File: src/rtl/uart_rx_fifo.sv
// uart_rx_fifo
// Receive buffer between the UART receiver and the APB register block.
// Each received character is stored with its parity and stop-bit error
// flags. The oldest entry is presented show-ahead on rd_*. Fill-level
// status, a threshold interrupt, a sticky overrun flag and an idle
// timeout are also reported so software can drain partial frames.
//
// Ports:
//   clk, reset_n          clock, synchronous active-low reset
//   tick_i                baud oversampling tick (one clk wide)
//   flush_i               empties the FIFO (overrun flag kept)
//   wr_valid_i, wr_*      character strobe, data and error flags
//   rd_en_i               pop strobe; rd_* show the head entry
//   empty_o, full_o       fill status
//   count_o               fill level 0..DEPTH
//   threshold_i           interrupt level 1..DEPTH (0 acts as 1)
//   thresh_irq_o          count_o >= effective threshold
//   overrun_o             sticky, a character was dropped while full
//   overrun_clr_i         clears overrun_o (a new drop wins)
//   timeout_o             TIMEOUT_TICKS ticks idle with data pending
module uart_rx_fifo #(
   parameter  int DEPTH         = 16,
   parameter  int TIMEOUT_TICKS = 64,
   localparam int CW            = $clog2(DEPTH) + 1
) (
   input  logic          clk,
   input  logic          reset_n,
   input  logic          tick_i,
   input  logic          flush_i,
   input  logic          wr_valid_i,
   input  logic [7:0]    wr_data_i,
   input  logic          wr_parity_err_i,
   input  logic          wr_stop_bit_err_i,
   input  logic          rd_en_i,
   output logic [7:0]    rd_data_o,
   output logic          rd_parity_err_o,
   output logic          rd_stop_bit_err_o,
   output logic          empty_o,
   output logic          full_o,
   output logic [CW-1:0] count_o,
   input  logic [CW-1:0] threshold_i,
   output logic          thresh_irq_o,
   output logic          overrun_o,
   input  logic          overrun_clr_i,
   output logic          timeout_o
);

   localparam int AW = $clog2(DEPTH);
   localparam int TW = $clog2(TIMEOUT_TICKS + 1);

   logic [9:0]    mem [DEPTH];
   logic [AW-1:0] wr_ptr, rd_ptr;
   logic [CW-1:0] count_q, count_nxt, thr_eff;
   logic          empty_q, full_q, irq_q, ovr_q;
   logic [TW-1:0] tcnt, tcnt_nxt;
   logic          push, pop, drop;
   logic [9:0]    head;

   // A pop frees the slot in the same cycle, so a push at full is accepted
   // when paired with a pop.
   assign pop  = rd_en_i & ~empty_q;
   assign push = wr_valid_i & (~full_q | pop);
   assign drop = wr_valid_i & full_q & ~pop & ~flush_i;

   assign thr_eff = (threshold_i == '0) ? CW'(1) : threshold_i;

   always_comb begin
      count_nxt = count_q;
      if (flush_i)
         count_nxt = '0;
      else if (push && !pop)
         count_nxt = count_q + CW'(1);
      else if (pop && !push)
         count_nxt = count_q - CW'(1);
   end

   // Idle counter: any activity, flush or an empty FIFO restarts it.
   always_comb begin
      tcnt_nxt = tcnt;
      if (flush_i || push || pop || empty_q)
         tcnt_nxt = '0;
      else if (tick_i && tcnt != TW'(TIMEOUT_TICKS))
         tcnt_nxt = tcnt + TW'(1);
   end

   // Storage is not reset; the read side is gated while empty instead.
   always_ff @(posedge clk) begin
      if (reset_n && push && !flush_i)
         mem[wr_ptr] <= {wr_stop_bit_err_i, wr_parity_err_i, wr_data_i};
   end

   always_ff @(posedge clk) begin
      if (!reset_n) begin
         wr_ptr  <= '0;
         rd_ptr  <= '0;
         count_q <= '0;
         empty_q <= 1'b1;
         full_q  <= 1'b0;
         irq_q   <= 1'b0;
         tcnt    <= '0;
      end else begin
         if (flush_i) begin
            wr_ptr <= '0;
            rd_ptr <= '0;
         end else begin
            if (push) wr_ptr <= wr_ptr + AW'(1);
            if (pop)  rd_ptr <= rd_ptr + AW'(1);
         end
         count_q <= count_nxt;
         empty_q <= (count_nxt == '0);
         full_q  <= (count_nxt == CW'(DEPTH));
         irq_q   <= (count_nxt >= thr_eff);
         tcnt    <= tcnt_nxt;
      end
   end

   always_ff @(posedge clk) begin
      if (!reset_n)
         ovr_q <= 1'b0;
      else if (drop)
         ovr_q <= 1'b1;
      else if (overrun_clr_i)
         ovr_q <= 1'b0;
   end

   assign head = empty_q ? 10'd0 : mem[rd_ptr];
   assign {rd_stop_bit_err_o, rd_parity_err_o, rd_data_o} = head;

   assign empty_o      = empty_q;
   assign full_o       = full_q;
   assign count_o      = count_q;
   assign thresh_irq_o = irq_q;
   assign overrun_o    = ovr_q;
   assign timeout_o    = (tcnt == TW'(TIMEOUT_TICKS));

endmodule

File: config.mk
export PLATFORM = sky130hd
export DESIGN_NAME = uart_rx_fifo
export DESIGN_NICKNAME = d
export VERILOG_FILES = /design/src/rtl/uart_rx_fifo.sv
export SDC_FILE = /design/constraint.sdc
export NUM_CORES = 1
export LEC_CHECK = 0
export ABC_AREA = 1
export ABC_CLOCK_PERIOD_IN_PS = 2100
export BUFFER_PORTS_ARGS = -buffer_cell sky130_fd_sc_hd__buf_4
export CAP_MARGIN = 25
export CORE_MARGIN = 1
export CORE_UTILIZATION = 41
export DETAILED_ROUTE_END_ITERATION = 10
export GPL_TIMING_DRIVEN = 0
export PLACE_DENSITY_LB_ADDON = 0.15
export SYNTH_ARGS = -nofsm -noshare
export SYNTH_HDL_FRONTEND = slang
export SYNTH_SLANG_ARGS = --single-unit
File: constraint.sdc
create_clock -name clk -period 2.1 [get_ports clk]
set_input_delay 0.63 -clock clk [delete_from_list [all_inputs] [get_ports clk]]
set_output_delay 0.63 -clock clk [all_outputs]
set_load 0.01 [all_outputs]
==> Yosys cells after proc, flatten, opt, wreduce, memory -nomap -nowiden <==
Memories as Yosys holds them, arrays and structs flattened. A register that Yosys moved wholly into a read port is not among the register bits.
Cells that the tools add are included.
{ "totals": {"reg_bits": 24, "mem_bits_rw": 160, "input_bits": 22, "output_inout_bits": 20, "memories": 1} }
{ "memory_table": {"columns": ["name", "depth", "word_bits", "read_ports", "rd_clocked_by_memory_dff", "write_ports", "line_no", "rtl"], "rows": [
  ["mem", 16, 10, 1, 1, 1, "51", "logic [9:0] mem [DEPTH];"]
]} }
{ "op_classes": {"n_addsub": 5, "n_lt_le_gt_ge": 1, "eq_ne": 3, "muxes": 11, "bitwise_logic": 11, "reduce_logical": 16} }
{ "op_table": {"columns": ["op", "n"], "rows": [
  ["$mux 5", 4],
  ["$logic_not 5->1", 2],
  ["$mux 10", 1],
  ["$add 4x1->4 const B", 2],
  ["$mux 4", 2],
  ["$add 7x1->7 const B", 1],
  ["$eq 7x7->1 const B", 1],
  ["$ne 7x7->1 const B", 1],
  ["$add 5x1->5 const B", 1],
  ["$and 1x1->1", 5],
  ["$eq 5x5->1 const B", 1],
  ["$ge 5x5->1", 1],
  ["$logic_and 1x1->1", 5],
  ["$not 1->1", 5],
  ["$sub 5x1->5 const B", 1],
  ["$mux 1", 4],
  ["$reduce_or 2->1", 2],
  ["$logic_not 1->1", 3],
  ["$logic_or 1x1->1", 3],
  ["$reduce_bool 2->1", 1],
  ["$or 1x1->1", 1]
]} }

==> Logic depth before layout (Yosys ltp) <==
{ "logic_depth": {"ltp_word": 10, "depth_mapped": 15} }

==> Worst setup path after synthesis <==
Ideal clock, no wire load.
{ "synth_timing": {"kind": "register to register", "start": "register count_q[0] (netlist: count_o[0])", "end": "register irq_q (netlist: thresh_irq_o)", "setup_ns": 0.117, "arrival_time_ns": 1.876, "required_ns": 1.983, "path_slack_ns": 0.107, "stages_incl_launch_ff": 16, "n_path_buf": 0, "cell_sequence": "dfxtp_1 -> inv_1 -> ha_1 -> nand3_1 -> nand2_1 -> nand2_1 -> nand2_1 -> nand2_1 -> nand2_1 -> nand2_1 -> inv_1 -> ha_1 -> a21oi_1 -> o221ai_1 -> a21oi_1 -> nor2_1"} }
{ "synth_between": {"elab_chain_cells": 5} }
{ "synth_rtl": {"columns": ["element", "line_no", "rtl"], "rows": [
  ["from (decl)", "53", "logic [CW-1:0] count_q, count_nxt, thr_eff;"],
  ["from (signal assigned)", "109", "count_q <= count_nxt;"],
  ["$sub 5x1->5", "74", "count_nxt = count_q - CW'(1);"],
  ["$mux 5", "73", "else if (pop && !push)"],
  ["$mux 5 (*)", "71", "else if (push && !pop)"],
  ["$mux 5 (*)", "69", "if (flush_i)"],
  ["named net count_nxt[4]", "53", null],
  ["$ge 5x5->1 (*)", "112", "irq_q <= (count_nxt >= thr_eff);"],
  ["to (signal assigned)", "112", null],
  ["to (decl)", "54", "logic empty_q, full_q, irq_q, ovr_q;"]
]} }
The timed path passes the listed nets; every way through them passes the cells marked *.
A chain may end at the register's enable or synchronous reset.

==> results_dict.tcl <==
set metrics [dict create \
    p_total_mw 7.860 \
    ir_drop_uv 591.1 \
    violations "negative setup slack" \
    coreArea_sq_um 18830 \
    cts_root_buffer "clkbuf_16" \
    tightestPinTransition_ns 0.6279 \
    die_h_microns 141.0 \
    min_period_over_period_pct 129.1 \
    reg2reg_slack_ns -0.02 \
    routedWlPerCell_microns 19.70 \
    worst-path-buf-inv 5 \
    ioPinCount 42 \
    seq_area_frac_synth_pct 67.76 \
    cts_sinks 188 \
    drv_cap 0 \
    cp_data_arrival_time_ns 2.08 \
    crit_slowest_cell "dfxtp_4" \
    syn_nets 744 \
    holdPathStages 2 \
    die_w_microns 141.0 \
    grt_antenna_before_repair 0 \
    power.leakage_nw 3.352 \
    r2r_start "empty_o" \
    routed_via_density 5.298 \
    grt.busiest_layer "met2" \
    dr.pass1.iters 5 \
    vias 5568 \
    synth_top_area_share_pct 60.68 \
    crit_family "buffers and inverters" \
    final-seq-area_sq_um 5376 \
    synth.top_cells.by_area "edfxtp_1 (61%), nor2_1 (7.6%), dfxtp_1 (7.1%), o21ai_0 (5.3%), o211ai_1 (3.8%)" \
    critPathCaptureType "output port" \
    crit_path_frequent_cell "buf_4" \
    grt_util_met1_pct 28.58 \
    num_rows 50 \
    synth_top_cell_by_area "edfxtp_1" \
    wirelength_mm 20.71 \
    start_kind "flip-flop" \
    setup_violations 11 \
    synth_cell_types 32 \
    fin_crit_ns 2.712 \
    grt_util_met3_pct 5.435 \
    nFillCells 1675 \
    multi_input_area_sq_um 2369 \
    drc 0 \
    gp_congestion 0.9014 \
    grt_pass1_vias 5482 \
    ys_seq_elements 188 \
    status "complete, but fails checks" \
    synthCells 708 \
    fin_util_pct 50.80 \
    htree_levels 4 \
    clockBufferDepth 2 \
    slew_headroom_pct 58.10 \
    final_layout_size_suffix_gt1_share_pct 19.72 \
    min_path_type "input pin to flip-flop" \
    skew_ns 0.01116 \
    fin_ws_ns -0.6116 \
    cts_tree "yes" \
    cp.required_ns 1.47 \
    hold_end "overrun_o" \
    finalMaxSlewViolations 0 \
    drtAntennaViolNets 0 \
    syn_area_per_cell_sq_um 11.18 \
    final_nets 814 \
    synthToLayoutAreaGrowth_pct 20.81 \
    start_util_pct 42.05 \
    rsz0062_at_grt "true" \
    insertion_delay_ns 0.44 \
    cp_max_fo 6 \
    cts_buffers 17 \
    grt_start_max_net_pins 19 \
    worstPathCellList "buf_12 -> clkinv_8 -> buf_8 -> buf_4 -> nor2_1 -> o211ai_1 -> nand3_1 -> a21oi_2 -> buf_4" \
    powerDensity_nw_per_um2 821.8 \
    slowest_delay_ns 0.36 \
    reg2reg_depth 12 \
    grt_use_total_pct 21.93 \
    gr-usage-met2_pct 36.40 \
    drt_iter0_drc 404 \
    grt_pass1_wl_mm 31.59 \
    path_class "flip-flop to output port" \
    clock.fmax_ghz 0.3688 \
    rr_endpoint "thresh_irq_o" \
    final-hold-violation-count 0 \
    dieArea_sq_um 19870 \
    synth_area_sq_um 7918 \
    port_buffers 41 \
    dp_hpwl_mm 13.77 \
    n_antenna_cell 0 \
    worstHoldStart "overrun_clr_i" \
    clk_pin_slew_ns 0.07 \
    grt_overflow 0 \
    yosys_warnings 0 \
]
-- final cells by class --
| cell class | instances | area share (%) |
|---|---|---|
| timing repair buffer | 50 | 4.421 |
| timing repair inverter | 1 | 0.06540 |
| inverter | 46 | 1.936 |
| sequential | 188 | 56.21 |
| buffer | 32 | 3.100 |
| multi-input combinational | 442 | 24.76 |
| clock inverter | 15 | 1.661 |
| clock buffer | 17 | 4.447 |
| tap | 260 | 3.401 |
-- metrics by stage --
stage | TNS (ns) | instance area, sq um | setup WS (ns) | hold slack (ns) | instances
after floorplan | 0 | 7918 | 0.1068 | 0.4554 | 708
after global placement | -81.84 | 8551 | -0.5785 | 0.4568 | 1009
after detailed placement | -84.15 | 8562 | -0.6186 | 0.4601 | 1010
after CTS | -5.678 | 9450 | -0.5912 | 0.3660 | 1049
after global routing | -7.275 | 9565 | -0.6749 | 0.3968 | 1051
final | -5.759 | 9565 | -0.6116 | 0.3864 | 1051
-- cell usage in the layout (no fill, tap or decap), types with 2 or more instances in the layout --
master and n:
edfxtp_1 160, nor2_1 144, o21ai_0 67, nand2_1 51, buf_4 49, o211ai_1 40, inv_1 39, nand3_1 34
dfxtp_1 25, clkbuf_16 18, a21oi_1 17, o21ai_1 15, ha_1 13, nor2_2 12, buf_6 8, a21oi_2 8
nor2_4 7, nand4_1 7, nor3_1 6, clkbuf_1 5, inv_2 4, clkbuf_8 4, clkbuf_2 4, o21ai_2 4
xor2_1 4, inv_6 4, nand2_2 3, clkinv_8 3, buf_2 3, buf_8 3, clkinv_1 3, dfxtp_4 3
clkinv_4 3, buf_12 2, clkbuf_4 2, clkinvlp_4 2
-- routing by layer --
| layer | part of all wire, % | up-vias |
|---|---|---|
| li1 | - | 2646 |
| met1 | 44 | 2728 |
| met2 | 49 | 172 |
| met3 | 6.2 | 22 |
| met4 | 1.6 | 0 |
| met5 | 0 | - |
-- how the worst max path moves through the flow --
stage	startpoint	to	slack (ns)	depth (start not counted)
2_1_floorplan	count_o[0]	thresh_irq_o	0.11	15
3_3_place_gp	flush_i	mem[12][5]	-0.58	6
3_5_place_dp	flush_i	mem[13][3]	-0.62	6
4_1_cts	flip-flop	rd_data_o[5]	-0.59	8
5_1_grt	flip-flop	rd_data_o[5]	-0.67	8
6_report	flip-flop	rd_data_o[0]	-0.61	9
-- cells in the mapped netlist --
cell type and instances:
edfxtp_1 160, nor2_1 160, o21ai_0 84, nand2_1 51
inv_1 40, o211ai_1 40, nand3_1 34, dfxtp_1 28
a21oi_1 25, clkbuf_1 19, ha_1 14, buf_2 11
nand4_1 7, nor3_1 6, inv_2 4, xor2_1 4
nand2_2 3, clkinv_1 2, nor2_2 2, o21ai_1 2
a211oi_1 1, a21oi_4 1, a41o_1 1, and3_1 1
buf_4 1, clkbuf_2 1, nand2_4 1, nand3_2 1
nand3_4 1, nor2_4 1, o221ai_1 1, xnor2_1 1
-- power breakdown --
group          leakage (nW)  switching, mW  internal [mW]
clock                 0.280           1.49           1.68
sequential             1.67         0.0256           4.06
combinational          1.40          0.382          0.221
total                  3.35           1.90           5.96
-- what timing repair did --
| action | CTS | global route |
|---|---|---|
| resized for setup | 94 | 31 |
| pin swaps | 29 | 21 |
| buffers inserted | 4 | 2 |
| setup endpoints to repair | 148 | 48 |
| gates cloned | 3 | 0 |
| hold buffers | 0 | 0 |
-- cell families after synthesis --
logic type	after synthesis	share of synthesized area [%]
AO/OA/AOI/OAI	155	11.35
XOR/XNOR	5	0.5531
adder cells (fa/ha/maj)	14	2.212
buffers and inverters	78	3.935
flip-flops	188	67.76
AND/OR/NAND/NOR	268	14.19
-- sequential cells by signal, summed over array words and instances (netlist names), named ones only --
register / flops
count_o: 5
empty_o: 1
full_o: 1
mem: 160
overrun_o: 1
rd_ptr: 4
tcnt: 7
thresh_irq_o: 1
wr_ptr: 4
Power figures use the tool's default switching activity.
